`src/rtl/div32.sv`:
```
// 32-bit iterative restoring divider, signed or unsigned, one quotient bit per clock.
// Note: denom carries the dividend and num carries the divisor.
module div32 (
  input  logic        clk,
  input  logic        rst,
  input  logic [31:0] denom,
  input  logic [31:0] num,
  input  logic        signed_div,
  input  logic        valid,
  output logic        ready,
  output logic [31:0] q,
  output logic [31:0] r,
  output logic [1:0]  dbg_state_o
);

  // Handshake: the requester raises valid and holds it until ready is seen,
  // then drops it. ready stays high, with q/r stable, until valid=0 is sampled.
  // A new request is accepted only in IDLE.

  typedef enum logic [1:0] {
    S_IDLE = 2'd0,
    S_CALC = 2'd1,
    S_FIX  = 2'd2,
    S_DONE = 2'd3
  } state_e;

  state_e      state_q, state_d;
  logic [4:0]  cnt_q, cnt_d;
  logic [31:0] quo_q, quo_d;
  logic [31:0] rem_q, rem_d;
  logic [31:0] dvsr_q, dvsr_d;
  logic [31:0] dvnd_q, dvnd_d;
  logic        neg_q_q, neg_q_d;
  logic        neg_r_q, neg_r_d;
  logic        div0_q, div0_d;
  logic        ready_q, ready_d;
  logic [31:0] q_q, q_d;
  logic [31:0] r_q, r_d;

  logic        a_neg, b_neg;
  logic [31:0] a_mag, b_mag;
  logic [32:0] shifted;
  logic [33:0] diff;

  assign a_neg = signed_div & denom[31];
  assign b_neg = signed_div & num[31];
  assign a_mag = a_neg ? (~denom + 32'd1) : denom;
  assign b_mag = b_neg ? (~num + 32'd1) : num;

  // The 33-bit shifted partial remainder keeps a 0x80000000 magnitude exact.
  assign shifted = {rem_q, quo_q[31]};
  assign diff    = {1'b0, shifted} - {2'b00, dvsr_q};

  // State register
  always_ff @(posedge clk or posedge rst) begin
    if (rst) state_q <= S_IDLE;
    else     state_q <= state_d;
  end

  // Next-state logic
  always_comb begin
    state_d = state_q;
    case (state_q)
      S_IDLE: if (valid) state_d = S_CALC;
      S_CALC: if (cnt_q == 5'd31) state_d = S_FIX;
      S_FIX:  state_d = S_DONE;
      S_DONE: if (!valid) state_d = S_IDLE;
      default: state_d = S_IDLE;
    endcase
  end

  // Output and datapath logic
  always_comb begin
    cnt_d   = cnt_q;
    quo_d   = quo_q;
    rem_d   = rem_q;
    dvsr_d  = dvsr_q;
    dvnd_d  = dvnd_q;
    neg_q_d = neg_q_q;
    neg_r_d = neg_r_q;
    div0_d  = div0_q;
    ready_d = ready_q;
    q_d     = q_q;
    r_d     = r_q;
    case (state_q)
      S_IDLE: begin
        if (valid) begin
          cnt_d   = 5'd0;
          quo_d   = a_mag;
          rem_d   = 32'd0;
          dvsr_d  = b_mag;
          dvnd_d  = denom;
          neg_q_d = a_neg ^ b_neg;
          neg_r_d = a_neg;
          div0_d  = (num == 32'd0);
        end
      end
      S_CALC: begin
        cnt_d = cnt_q + 5'd1;
        if (!diff[33]) begin
          rem_d = diff[31:0];
          quo_d = {quo_q[30:0], 1'b1};
        end else begin
          rem_d = shifted[31:0];
          quo_d = {quo_q[30:0], 1'b0};
        end
      end
      S_FIX: begin
        ready_d = 1'b1;
        // Divide-by-zero bypasses sign correction so q is all ones in both modes.
        if (div0_q) begin
          q_d = 32'hFFFF_FFFF;
          r_d = dvnd_q;
        end else begin
          q_d = neg_q_q ? (~quo_q + 32'd1) : quo_q;
          r_d = neg_r_q ? (~rem_q + 32'd1) : rem_q;
        end
      end
      S_DONE: begin
        if (!valid) ready_d = 1'b0;
      end
      default: ;
    endcase
  end

  always_ff @(posedge clk or posedge rst) begin
    if (rst) begin
      cnt_q   <= 5'd0;
      quo_q   <= 32'd0;
      rem_q   <= 32'd0;
      dvsr_q  <= 32'd0;
      dvnd_q  <= 32'd0;
      neg_q_q <= 1'b0;
      neg_r_q <= 1'b0;
      div0_q  <= 1'b0;
      ready_q <= 1'b0;
      q_q     <= 32'd0;
      r_q     <= 32'd0;
    end else begin
      cnt_q   <= cnt_d;
      quo_q   <= quo_d;
      rem_q   <= rem_d;
      dvsr_q  <= dvsr_d;
      dvnd_q  <= dvnd_d;
      neg_q_q <= neg_q_d;
      neg_r_q <= neg_r_d;
      div0_q  <= div0_d;
      ready_q <= ready_d;
      q_q     <= q_d;
      r_q     <= r_d;
    end
  end

  assign ready       = ready_q;
  assign q           = q_q;
  assign r           = r_q;
  assign dbg_state_o = state_q;

endmodule

```
`config.mk`:
```
export PLATFORM = sky130hd
export DESIGN_NAME = div32
export DESIGN_NICKNAME = d
export VERILOG_FILES = /design/src/rtl/div32.sv
export SDC_FILE = /design/constraint.sdc
export NUM_CORES = 1
export LEC_CHECK = 0
export BUFFER_PORTS_ARGS = -buffer_cell sky130_fd_sc_hd__buf_2
export CELL_PAD_IN_SITES_DETAIL_PLACEMENT = 1
export CELL_PAD_IN_SITES_GLOBAL_PLACEMENT = 2
export CORE_ASPECT_RATIO = 1.4
export CORE_MARGIN = 2
export CORE_UTILIZATION = 33
export DETAILED_ROUTE_END_ITERATION = 10
export GPL_ROUTABILITY_DRIVEN = 0
export PLACE_DENSITY_LB_ADDON = 0.08
export SYNTH_ARGS = -nofsm -noshare
export SYNTH_HDL_FRONTEND = slang
export SYNTH_SLANG_ARGS = --single-unit
```
`constraint.sdc`:
```
create_clock -name clk -period 6.51 [get_ports clk]
set_input_delay 1.302 -clock clk [delete_from_list [all_inputs] [get_ports clk]]
set_output_delay 1.302 -clock clk [all_outputs]
set_load 0.005 [all_outputs]
```
# --- Word level (Yosys, flattened, before mapping) ---
# Index checks and enable logic that the tools add are counted.
totals:
  reg_bits: 203
  inputBits: 68
  out_inout_bits: 67
  word_cells: 60
classes:
  n_addsub: 6
  eq_ne: 7
  mux: 20
  bitwise_logic: 7
  n_reduce_logical: 8
op_table:
  columns: ["operator", "count"]
  rows:
  - ["2-to-1 mux 32 bit", 9]
  - ["adder 32 x 1 -> 32 bit, second input constant", 4]
  - ["NOT 32 bit", 4]
  - ["one-hot mux 32 bit (2 select lines)", 2]
  - ["subtractor 33 x 32 -> 34 bit", 1]
  - ["zero test 32 bit", 1]
  - ["one-hot mux 5 bit (2 select lines)", 1]
  - ["one-hot mux 2 bit (4 select lines)", 1]
  - ["2-to-1 mux 2 bit", 3]
  - ["!= test 2 bit, second input constant", 3]
  - ["AND reduction 2 bit", 3]
  - ["adder 5 x 1 -> 5 bit, second input constant", 1]
  - ["equality test 5 bit, second input constant", 1]
  - ["2-to-1 mux 5 bit", 1]
  - ["equality test 2 bit, second input constant", 2]
  - ["nonzero test 2 bit", 2]
  - ["AND reduction 3 bit", 1]
  - ["bitwise AND 1 bit", 2]
  - ["equality test 2 x 1 -> 1 bit, second input constant", 1]
  - ["zero test 2 bit", 1]
  - ["2-to-1 mux 1 bit", 2]
  - ["one-hot mux 1 bit (2 select lines)", 1]
  - ["bitwise XOR 1 bit", 1]

# --- Logic depth before layout (Yosys ltp) ---
logic_depth:
  ltp_word: 5
  depth_mapped: 14
  depth_no_buf: 14

# --- Worst setup path before layout ---
# Ideal clock, no wire load.
synth_path:
  path_kind: "input port to flip-flop"
  from: "input denom[2]"
  to: "register quo_q[30]"
  setup_time_ns: 0.125
  arrival_ns: 3.521
  t_required_ns: 6.385
  setup_slack_ns: 2.864
  cell_stages: 10
  path_buffers: 0
  path_cell_list: "or4_1 -> nor3_1 -> nand3b_1 -> nor3_1 -> nor3b_2 -> a31oi_1 -> nor2_1 -> xor2_1 -> o21ai_0 -> mux2_2"
synth_between:
  elab_chain_cells: 5
synth_rtl:
  columns: ["element", "line_no", "source"]
  rows:
  - ["start: declaration", "6", "input logic [31:0] denom,"]
  - ["NOT 32 bit", "47", "assign a_mag = a_neg ? (~denom + 32'd1) : denom;"]
  - ["adder 32 x 1 -> 32 bit", "47", null]
  - ["2-to-1 mux 32 bit", "47", null]
  - ["2-to-1 mux 32 bit", "87", "if (valid) begin"]
  - ["one-hot mux 32 bit (2 select lines)", "85", "case (state_q)"]
  - ["end signal: assignment", "141", "quo_q <= quo_d;"]
  - ["end: declaration", "29", "logic [31:0] quo_q, quo_d;"]
# No other way between the ends. The select of a mux whose other input is x is not followed.
# A chain may end at the register's enable or synchronous reset.

# --- Worst setup path in the final report ---
layout_path:
  from: "register rem_q[0]"
  to: "register rem_q[29]"
layout_between:
  elab_chain_cells: 3
layout_rtl:
  columns: ["element", "line_no", "source"]
  rows:
  - ["start: declaration", "30", "logic [31:0] rem_q, rem_d;"]
  - ["start signal: assignment", "142", "rem_q <= rem_d;"]
  - ["subtractor 33 x 32 -> 34 bit", "52", "assign diff = {1'b0, shifted} - {2'b00, dvsr_q};"]
  - ["2-to-1 mux 32 bit", "100", "if (!diff[33]) begin"]
  - ["one-hot mux 32 bit (2 select lines)", "85", null]
# No other way between the ends.

==> results.toml <==
[status]
status = "completed"

[setup_path]
cp-start-kind = "flip-flop"
crit_type = "reg -> reg"
required_ns = 6.95
regToRegEndpoint = "rem_q[29]"
end_kind = "flip-flop"
reg2reg_slack_ns = 2.70
crit_arrival_ns = 4.24
reg2reg_depth = 11
reg2reg_from = "rem_q[0]"
path_max_fanout = 47

[global_route]
grt_pass1_vias = 10460
met2_usage = 0.3176
antenna_found_initial = 0
grt_pass1_wl_mm = 56.46
top_usage_layer = "met2"
grtUsageMet3 = 0.01836
grt-ovfl-total = 0
track_usage = 0.1741
grt_max_degree = 110
met1_usage = 0.2184

[synth]
yosysTopAreaCellShare = 0.4052
syn_inst = 1405
yosysWarnings = 0
syn_avg_cell_area_um2 = 8.923
synthArstFlopShare = 1.000
synth_nets = 1516
ys_ff_latch = 203
ys_seq_area_frac = 0.4052
synth_edf_count = 0
yosysTopAreaCell = "dfrtp_1"
synthTopCellsByCount = "dfrtp_1, nand2_1, o21ai_0"
synth_cell_types = 69
synthTopCellsByArea = "dfrtp_1, o21ai_0, nand2_1, xnor2_1, a21oi_1"
yosysMostFrequentCell = "dfrtp_1"
synth_area_um2 = 12540
synthFlopType = "dfrtp_1"

[cells_and_area]
final_area_um2 = 14390
antenna_cells = 0
syn_to_final_growth_pct = 14.77
drive_gt1_frac = 0.1760
num-nets-final = 1607

[clock_network]
ctsHoldBuffers = 0
cts_tree = "yes"
post-cts-setup-buffers = 0
cts_resized = 0
htreeDepth = 1
clock_tree.root_cell = "clkbuf_16"
cts.clk_slew.worst_paths_ns = 0.06
clk_latency_ns = 0.52
cts_num_sinks = 203
cts_made_buffers = 23
cts_buffer_depth = 3

[timing]
post-route-period-util = 0.5847
setup_viol = 0
finalSetupTns_ns = 0
relSlewSlack = 0.2089
period_needed_ns = 3.807
final.setup_skew_ns = 0.01285
fmax_mhz = 262.7
rsz0062_at_grt = "false"
worst_pin_slew_ns = 1.187
slew_viol_final = 0
finalHoldViolCount = 0

[power]
power_density_nw_per_um2 = 567.4
ir_drop_mv = 0.2703
leakage_nw = 6.151

[detailed_routing]
route.detailed.drc = 0
detail_route.iter0.violations = 317
vias = 9997
first_pass_iters = 4
viasPerCell = 5.039
ant_nets = 0
drt-total-wl_mm = 34.08
wl_per_cell_um = 17.18

[floorplan]
initial_core_util = 0.3341
dieHeight_um = 234.6
core_um2 = 37520
dieArea_um2 = 39590
floorplan.rows = 84
die_width_um = 168.7
pin_count = 135

[placement]
hpwl_mm = 25.75
io_buffers = 134
dpl-instance-area_um2 = 13610

[min_path]
hold_end = "dvsr_q[8]"
min_path_cells = 2
hp-class = "reg -> reg"
hp-start = "dvsr_q[8]"

[flow_run]
cap_violations = 0
-- routing by layer --
layer	wire, um	vias to the layer above
met5	0	-
met4	637	0
met3	965	40
met2	17190	127
met1	15290	4717
li1	-	5113
-- state kept, by name (all words and copies together), names as in the netlist --
name / count
dvnd_q: 32
dvsr_q: 32
q: 32
quo_q: 32
r: 32
rem_q: 32
cnt_q: 5
dbg_state_o: 2
div0_q: 1
neg_q_q: 1
neg_r_q: 1
ready: 1
-- logic make-up (layout without fill, tap and decap cells) --
logic type	count (synthesis)	count (layout)	synth area share
xor gates and xnor gates	143	143	0.09990
buffers and inverters	132	238	0.04062
muxes	66	66	0.05828
DFF	203	203	0.4052
and+or+nand+nor	399	399	0.1501
AOI/OAI and AO/OA	419	419	0.2024
adders and majority gates	43	43	0.04351
-- cell type report --
class	count	area, um2
Sequential cell	203	5081
Fill cell	4466	23130
Clock inverter	5	75.07
Multi-Input combinational cell	1070	6975
Inverter	54	206.4
Timing Repair Buffer	144	758.2
Clock buffer	35	700.7
Tap cell	473	591.8
-- critical path: stages (launching register included) --
cell	delay [ns]
dfrtp_1	0.47
ha_1	0.31
nor2b_1	0.16
o2111ai_1	0.15
a311oi_1	0.44
o21ai_0	0.29
a21oi_1	0.26
o21ai_0	0.29
o31a_1	0.36
buf_4	0.28
or4_1	0.56
o21ai_0	0.16
-- power breakdown --
| group | total, mW | internal (mW) | leakage [nW] | switching [mW] |
|---|---|---|---|---|
| clock | 1.34 | 0.815 | 0.386 | 0.527 |
| combinational | 4.31 | 1.91 | 3.29 | 2.40 |
| sequential | 2.51 | 1.88 | 2.47 | 0.633 |
| total | 8.16 | 4.61 | 6.15 | 3.56 |
-- cells in the final DEF, fill, tap and decap left out, types with 6 or more instances in the layout --
| cell | netlist | layout |
|---|---|---|
| a21o_1 | 9 | 9 |
| a21oi_1 | 120 | 120 |
| a31oi_1 | 7 | 7 |
| and2_1 | 6 | 6 |
| and3_1 | 8 | 8 |
| buf_2 | 5 | 134 |
| buf_4 | 0 | 9 |
| clkbuf_16 | 0 | 23 |
| clkbuf_8 | 0 | 8 |
| dfrtp_1 | 203 | 202 |
| ha_1 | 42 | 40 |
| inv_1 | 54 | 53 |
| mux2_2 | 52 | 52 |
| mux2i_1 | 13 | 13 |
| nand2_1 | 182 | 181 |
| nand2b_1 | 13 | 13 |
| nand3_1 | 13 | 13 |
| nor2_1 | 96 | 96 |
| nor2b_1 | 6 | 6 |
| nor3_1 | 15 | 15 |
| nor4_1 | 7 | 7 |
| o21ai_0 | 175 | 175 |
| o22a_1 | 31 | 31 |
| o31ai_1 | 22 | 21 |
| o41ai_1 | 16 | 16 |
| or3_1 | 15 | 15 |
| or4_1 | 12 | 12 |
| xnor2_1 | 75 | 75 |
| xor2_1 | 68 | 68 |
-- how the worst max path moves through the flow --
stage | from | to | slack [ns] | cells past startpoint
finish | rem_q[0] | rem_q[29] | 2.70 | 11
global route | rem_q[9] | rem_q[31] | 2.42 | 11
CTS | quo_q[2] | q[31] | 2.64 | 10
detailed placement | denom[2] | quo_q[30] | 2.23 | 11
global placement | denom[2] | quo_q[30] | 2.25 | 11
floorplan | rst | cnt_q[0] | 2.58 | 1
-- metrics by stage --
step / power (mW) / std cells / utilization / setup slack (ns) / hold slack, ns
floorplan: 5.678 / 1405 / - / 2.578 / 0.4496
global placement: 6.850 / 1944 / 0.3628 / 2.247 / 0.4622
detailed placement: 6.944 / 1944 / 0.3628 / 2.230 / 0.4720
CTS: 8.335 / 1984 / 0.3835 / 2.638 / 0.4858
global route: 9.013 / 1984 / 0.3835 / 2.423 / 0.5051
finish: 8.165 / 1984 / 0.3835 / 2.703 / 0.4749
No activity file was read; power rests on OpenSTA's default activity.
